**config.mk**
```make
export PLATFORM = sky130hd
export DESIGN_NAME = multicycle_control
export DESIGN_NICKNAME = d
export VERILOG_FILES = /design/src/rtl/multicycle_control_pkg.sv /design/src/rtl/multicycle_control.sv
export SDC_FILE = /design/constraint.sdc
export NUM_CORES = 1
export LEC_CHECK = 0
export ABC_AREA = 1
export BUFFER_PORTS_ARGS = -buffer_cell sky130_fd_sc_hd__clkbuf_2
export CAP_MARGIN = 40
export CELL_PAD_IN_SITES_DETAIL_PLACEMENT = 0
export CELL_PAD_IN_SITES_GLOBAL_PLACEMENT = 2
export CORE_MARGIN = 2
export CORE_UTILIZATION = 22
export CTS_CLUSTER_DIAMETER = 150
export DETAILED_ROUTE_END_ITERATION = 8
export PLACE_DENSITY = 0.81
export SYNTH_ARGS = -nofsm -noshare
export SYNTH_HDL_FRONTEND = slang
export SYNTH_SLANG_ARGS = --single-unit
```
**constraint.sdc**
```tcl
create_clock -name clk -period 1.35 [get_ports clk]
set_input_delay 0.0675 -clock clk [delete_from_list [all_inputs] [get_ports clk]]
set_output_delay 0.0675 -clock clk [all_outputs]
set_load 0.005 [all_outputs]
```
**src/rtl/multicycle_control_pkg.sv**
```systemverilog
// Shared MIPS multicycle control definitions: state encoding, opcodes and datapath select codes.
// Also used by the ALU control block, so the codes here must stay stable.
package multicycle_control_pkg;

  typedef enum logic [3:0] {
    StFetch    = 4'd0,
    StDecode   = 4'd1,
    StMemAddr  = 4'd2,
    StMemRd    = 4'd3,
    StMemWb    = 4'd4,
    StMemWr    = 4'd5,
    StRExec    = 4'd6,
    StRWb      = 4'd7,
    StBranch   = 4'd8,
    StJump     = 4'd9,
    StAddiExec = 4'd10,
    StAddiWb   = 4'd11
  } state_e;

  // Instruction opcodes, bits [31:26]
  localparam logic [5:0] OpRType = 6'b000000;
  localparam logic [5:0] OpLw    = 6'b100011;
  localparam logic [5:0] OpSw    = 6'b101011;
  localparam logic [5:0] OpBeq   = 6'b000100;
  localparam logic [5:0] OpBne   = 6'b000101;
  localparam logic [5:0] OpJ     = 6'b000010;
  localparam logic [5:0] OpAddi  = 6'b001000;

  // ALU operation class handed to the ALU control block
  localparam logic [1:0] AluOpAdd   = 2'b00;
  localparam logic [1:0] AluOpSub   = 2'b01;
  localparam logic [1:0] AluOpFunct = 2'b10;

  // ALU B operand select
  localparam logic [1:0] SrcBReg   = 2'b00;
  localparam logic [1:0] SrcBFour  = 2'b01;
  localparam logic [1:0] SrcBImm   = 2'b10;
  localparam logic [1:0] SrcBImmSh = 2'b11;

  // PC source select
  localparam logic [1:0] PcSrcAlu    = 2'b00;
  localparam logic [1:0] PcSrcAluOut = 2'b01;
  localparam logic [1:0] PcSrcJump   = 2'b10;

  function automatic logic op_supported(logic [5:0] op, logic addi_en);
    return (op inside {OpRType, OpLw, OpSw, OpBeq, OpBne, OpJ}) || (addi_en && op == OpAddi);
  endfunction

endpackage

```
**src/rtl/multicycle_control.sv**
```systemverilog
// Multicycle MIPS main control FSM. Outputs decode from the registered state; only the memory
// handshake and the DECODE opcode dispatch look at live inputs.
module multicycle_control
  import multicycle_control_pkg::*;
#(
  parameter bit          MEM_HANDSHAKE = 1'b1,
  parameter bit          ADDI_EN       = 1'b1,
  parameter int unsigned ALUOP_W       = 2     // must be at least 2
) (
  input  logic               clk,
  input  logic               rst_n,
  input  logic [5:0]         opcode,
  input  logic               mem_ready,
  output logic               pc_write,
  output logic               pc_write_beq,
  output logic               pc_write_bne,
  output logic               iord,
  output logic               mem_read,
  output logic               mem_write,
  output logic               ir_write,
  output logic               reg_dst,
  output logic               reg_write,
  output logic               mem_to_reg,
  output logic               alu_src_a,
  output logic [1:0]         alu_src_b,
  output logic [ALUOP_W-1:0] alu_op,
  output logic [1:0]         pc_source,
  output logic               instr_done,
  output logic               illegal_op,
  output logic [3:0]         state_dbg
);

  state_e     state_q, state_d;
  logic [5:0] op_q, op_d;
  logic [1:0] alu_op_base;
  logic       mem_go;

  always_ff @(posedge clk or negedge rst_n) begin
    if (!rst_n) begin
      state_q <= StFetch;
      op_q    <= OpRType;
    end else begin
      state_q <= state_d;
      op_q    <= op_d;
    end
  end

  // Without the handshake every memory access is treated as finishing in its first cycle.
  assign mem_go = mem_ready || !MEM_HANDSHAKE;

  always_comb begin
    state_d      = state_q;
    op_d         = op_q;
    pc_write     = 1'b0;
    pc_write_beq = 1'b0;
    pc_write_bne = 1'b0;
    iord         = 1'b0;
    mem_read     = 1'b0;
    mem_write    = 1'b0;
    ir_write     = 1'b0;
    reg_dst      = 1'b0;
    reg_write    = 1'b0;
    mem_to_reg   = 1'b0;
    alu_src_a    = 1'b0;
    alu_src_b    = SrcBReg;
    alu_op_base  = AluOpAdd;
    pc_source    = PcSrcAlu;
    instr_done   = 1'b0;
    illegal_op   = 1'b0;

    case (state_q)
      StFetch: begin
        mem_read  = 1'b1;
        alu_src_b = SrcBFour;
        ir_write  = mem_go;
        pc_write  = mem_go;
        if (mem_go) state_d = StDecode;
      end
      StDecode: begin
        alu_src_b = SrcBImmSh;
        op_d      = opcode;
        if (!op_supported(opcode, ADDI_EN)) begin
          illegal_op = 1'b1;
          instr_done = 1'b1;
          state_d    = StFetch;
        end else begin
          case (opcode)
            OpRType:     state_d = StRExec;
            OpLw, OpSw:  state_d = StMemAddr;
            OpBeq, OpBne: state_d = StBranch;
            OpJ:         state_d = StJump;
            default:     state_d = StAddiExec;
          endcase
        end
      end
      StMemAddr: begin
        alu_src_a = 1'b1;
        alu_src_b = SrcBImm;
        state_d   = (op_q == OpLw) ? StMemRd : StMemWr;
      end
      StMemRd: begin
        mem_read = 1'b1;
        iord     = 1'b1;
        if (mem_go) state_d = StMemWb;
      end
      StMemWb: begin
        reg_write  = 1'b1;
        mem_to_reg = 1'b1;
        instr_done = 1'b1;
        state_d    = StFetch;
      end
      StMemWr: begin
        mem_write  = 1'b1;
        iord       = 1'b1;
        instr_done = mem_go;
        if (mem_go) state_d = StFetch;
      end
      StRExec: begin
        alu_src_a   = 1'b1;
        alu_op_base = AluOpFunct;
        state_d     = StRWb;
      end
      StRWb: begin
        reg_write  = 1'b1;
        reg_dst    = 1'b1;
        instr_done = 1'b1;
        state_d    = StFetch;
      end
      StBranch: begin
        alu_src_a    = 1'b1;
        alu_op_base  = AluOpSub;
        pc_source    = PcSrcAluOut;
        pc_write_beq = (op_q == OpBeq);
        pc_write_bne = (op_q == OpBne);
        instr_done   = 1'b1;
        state_d      = StFetch;
      end
      StJump: begin
        pc_write   = 1'b1;
        pc_source  = PcSrcJump;
        instr_done = 1'b1;
        state_d    = StFetch;
      end
      StAddiExec: begin
        alu_src_a = 1'b1;
        alu_src_b = SrcBImm;
        state_d   = StAddiWb;
      end
      StAddiWb: begin
        reg_write  = 1'b1;
        instr_done = 1'b1;
        state_d    = StFetch;
      end
      default: state_d = StFetch;
    endcase
  end

  assign alu_op    = ALUOP_W'(alu_op_base);
  assign state_dbg = state_q;

endmodule

```
* Word-level counts from Yosys, hierarchy flattened
Index checks and enable logic that the tools add are counted.
Storage, ports and cells: flip-flop bits (word level) 10, input port bits 9, output and inout port bits 23, logic and storage cells 62
Cells by class: eq/ne operators 23, mux-type cells 24, reductions and logical operators 13
Operator list (number):
- $pmux W4 S7 | 1
- $eq A6 B3 Y1 const B | 4
- $eq A6 B6 Y1 const B | 3
- $eq A4 B3 Y1 const B | 4
- $eq A4 B4 Y1 const B | 4
- $mux W4 | 4
- $pmux W4 S4 | 1
- $mux W1 | 12
- $reduce_or A2 Y1 | 5
- $eq A4 B2 Y1 const B | 2
- $pmux W2 S2 | 2
- $eq A6 B2 Y1 const B | 1
- $eq A6 B4 Y1 const B | 1
- $logic_not A6 Y1 | 1
- $ne A2 B2 Y1 const B | 3
- $pmux W2 S3 | 1
- $reduce_bool A6 Y1 | 1
- $reduce_or A5 Y1 | 1
- $eq A4 B1 Y1 const B | 1
- $logic_not A4 Y1 | 1
- $reduce_or A4 Y1 | 1
- $mux W3 | 1
- $pmux W1 S3 | 1
- $reduce_and A3 Y1 | 1
- 3 further kinds | 3

* Logic depth before layout (Yosys ltp)
word-level depth 5, depth in mapped cells 8, depth with buffers taken out 8

* Least setup slack after synthesis
Ideal clock, no wire load.
path kind flip-flop to output port, from reg state_q[2], in the netlist state_dbg[2], to out pc_write_beq, data arrival time 1.037 ns, data required time 1.283 ns, setup slack 0.245 ns, cell stages (with the launch flop) 6, buffers on the path 0, cell sequence dfrtp_1 > inv_1 > nand2_1 > nor2_2 > nand4_1 > nor2_1
On the way: cells in the longest elaborated chain, start to end 2
Ends and longest elaborated chain:
- start, declared | line multicycle_control.sv:33 | state_e state_q, state_d;
- start signal, assigned | line multicycle_control.sv:40 | state_q <= StFetch;
- start signal, assigned | line multicycle_control.sv:43 | state_q <= state_d;
- $eq A4 B4 Y1 | line multicycle_control.sv:71 | case (state_q)
- $mux W1 | line multicycle_control.sv:71
- end, declared | line multicycle_control.sv:15 | output logic pc_write_beq,
Every way passes these cells.

* Worst setup path in the final report
from reg state_q[2], in the netlist state_dbg[2], to out pc_write_bne
On the way: cells in the longest elaborated chain, start to end 2
Ends and longest elaborated chain:
- $eq A4 B4 Y1 | line multicycle_control.sv:71
- $mux W1 | line multicycle_control.sv:71
- end, declared | line multicycle_control.sv:16 | output logic pc_write_bne,
Every way passes these cells.

==> impl_metrics.ini <==
[status]
status = finished, violations left
violations = negative setup slack

[timing]
fmax_mhz = 700.2
setup_viol = 10
rsz0062_at_grt = true
finalHoldViolCount = 0
fin_crit_sh_pct = 105.8
period_needed_ns = 1.428
slew_headroom_pct = 81.34
clock_skew_ns = 0.002068
worst_pin_slew_ns = 0.2788
setup_ws_ns = -0.07811
slew_viol_final = 0
whs_ns = 0.03759

[job]
drv_cap = 0

[grt]
grt_usage_pct = 12.79
grt_pass1_vias = 978
grt_max_degree = 11
grt_overflow = 0
antenna_found_initial = 0
grt_pass1_wl_mm = 4.133

[clocking]
cts.sinks = 10
cts_tree = built
cts_buffers = 3
clk_pin_slew_ns = 0.06
cts_root_buf = clkbuf_4
htree_levels = 1
clkLatencyLatePin_ns = 0.26
clock_path_buffers = 2

[worst_setup_path]
arrival_ns = 1.36
critPathKind = reg2out
start_kind = flop
reg2reg_depth = 9
cp.required_ns = 1.28
endpoint_kind = primary output
critPathMaxFanout = 6

[pwr]
peakVddDrop_mv = 0.3330
pwr-share-comb_pct = 59.9
p_per_area_nw_per_um2 = 1447
fin_total_pwr_mw = 1.790
clkPwrFrac_pct = 11.2
switchingPower_uw = 799.2
leakage_nw = 0.7377
p_sw_share_pct = 44.64
p_seq_share_pct = 28.9
internal_power_uw = 991.0

[yosys]
ys_types = 17
synth_top_area_cell = dfrtp_1
synth-seq-cells = 10
synth_top_area_share_pct = 31.35
syn_area_per_cell_um2 = 5.743
yosys_most_used_dff = dfrtp_1
yosysMostFrequentCell = nand2_1
syn-instance-count = 139
syn_area_um2 = 798.3
syn-num-nets = 148
ys_warn_count = 0
async_flop_share_pct = 100.0
synth_edf_count = 0
yosys-top-cells-count = nand2_1, nor2_1, inv_1
ys_seq_area_share_pct = 31.35
synth.area.top_cells = dfrtp_1, nand2_1, nor2_1

[drt]
dr.pass1.iters = 4
drt_iter0_drc = 27
drtAntennaViolNets = 0
via_per_inst = 4.409
vias = 1023
drt_wl_total_mm = 2.488
wl_per_cell_um = 10.72
drcViolationCount = 0

[placement]
preCtsSetupSlack_ns = 0.06857
dp.final_hpwl_mm = 1.957
place.port_buffers = 31
place_area_um2 = 1007
place.gp.congestion = 0.7909

[layout]
insertedDiodeCount = 0
drive_above_1_share_pct = 43.55
final_nets = 197
final_util_pct = 36.23
seqCellArea_um2 = 254.0
final_cell_area_um2 = 1237
n_fill_cell = 382
multi_input_area_um2 = 523.0
syn_to_final_growth_pct = 55.02

[die]
fp.dieH_um = 64.24
row_count = 21
num_io_pins = 32
dieArea_um2 = 4126
die_width_um = 64.24
coreArea_um2 = 3416
start_util_pct = 23.37

[worst_hold_path]
min_path_type = in2reg
min_path_cells = 3
## final cells by class
| class | count | share of cell area (%) |
|---|---|---|
| inverter | 25 | 7.988 |
| sequential | 10 | 20.53 |
| multi-input combinational | 102 | 42.26 |
| clock buffer | 3 | 1.820 |
| tap | 46 | 4.651 |
| timing repair buffer | 46 | 22.75 |
## power groups by stage
stage | registers, mW | clock network, mW | logic, mW
finish | 0.517 | 0.200 | 1.07
global route | 0.534 | 0.216 | 1.22
CTS | 0.512 | 0.205 | 1.02
detailed placement | 0.509 | 0 | 0.820
global placement | 0.503 | 0 | 0.815
floorplan | 0.491 | 0 | 0.548
## sequential cells by signal (all words and copies together) (netlist names)
register,cells
op_q,6
state_dbg,4
## cell usage in the layout (no fill, tap or decap), drive strengths merged
cell,Yosys,routed
inv,24,25
dfrtp,10,10
buf,2,19
nand2,51,51
nand4,4,4
o21ai,9,9
dlygate4sd3,0,1
o22ai,1,1
nor2,30,30
clkbuf,0,29
nand3,7,7
## cell families after synthesis
group | after synthesis | synth area share [%]
and+or+nand+nor | 92 | 47.49
DFF | 10 | 31.35
AOI/OAI and AO/OA | 10 | 6.897
buffers and inverters | 27 | 14.26
## final timing paths
| kind | endpoint | slack (ns) | startpoint |
|---|---|---|---|
| worst min register to register | op_q[4]$_DFFE_PN0P_ | 0.51 | op_q[4]$_DFFE_PN0P_ |
| min in group asynchronous | op_q[2]$_DFFE_PN0P_ | 0.21 | rst_n |
| max in group asynchronous | state_dbg[1]$_DFFE_PN0P_ | 0.92 | rst_n |
| worst max-delay path | pc_write_bne | -0.08 | state_dbg[2]$_DFFE_PN0P_ |
| worst max register to register | state_dbg[2]$_DFFE_PN0P_ | -0.03 | state_dbg[1]$_DFFE_PN0P_ |
| worst min-delay path | op_q[4]$_DFFE_PN0P_ | 0.04 | opcode[4] |
## critical path, cell delays in order, from the launching register on
cell and delay (ns):
dfrtp_1 0.40, inv_2 0.12, nand2_4 0.10, nor2_4 0.14, nand4_1 0.12, nor2_1 0.11, buf_2 0.11
## layer usage
layer	track usage (%)	vias up	part of all wire [%]
met5	0	-	0
met4	7.181	0	2.3
met3	1.232	6	4.7
met2	22.66	20	51
met1	14.95	477	42
li1	-	520	-
## per-stage QoR
step,TNS (ns),cells
floorplan,0,139
global placement,0,216
detailed placement,0,216
CTS,-0.5210,228
global route,-1.430,232
finish,-0.4923,232
## what timing repair did
item	CTS	global route
endpoints found under the setup margin	11	12
pin swaps	8	9
hold buffers	1	0
gates resized for setup	26	19
endpoints found under the hold margin	10	0
setup buffers	8	4
No activity file was read; power rests on OpenSTA's default activity.
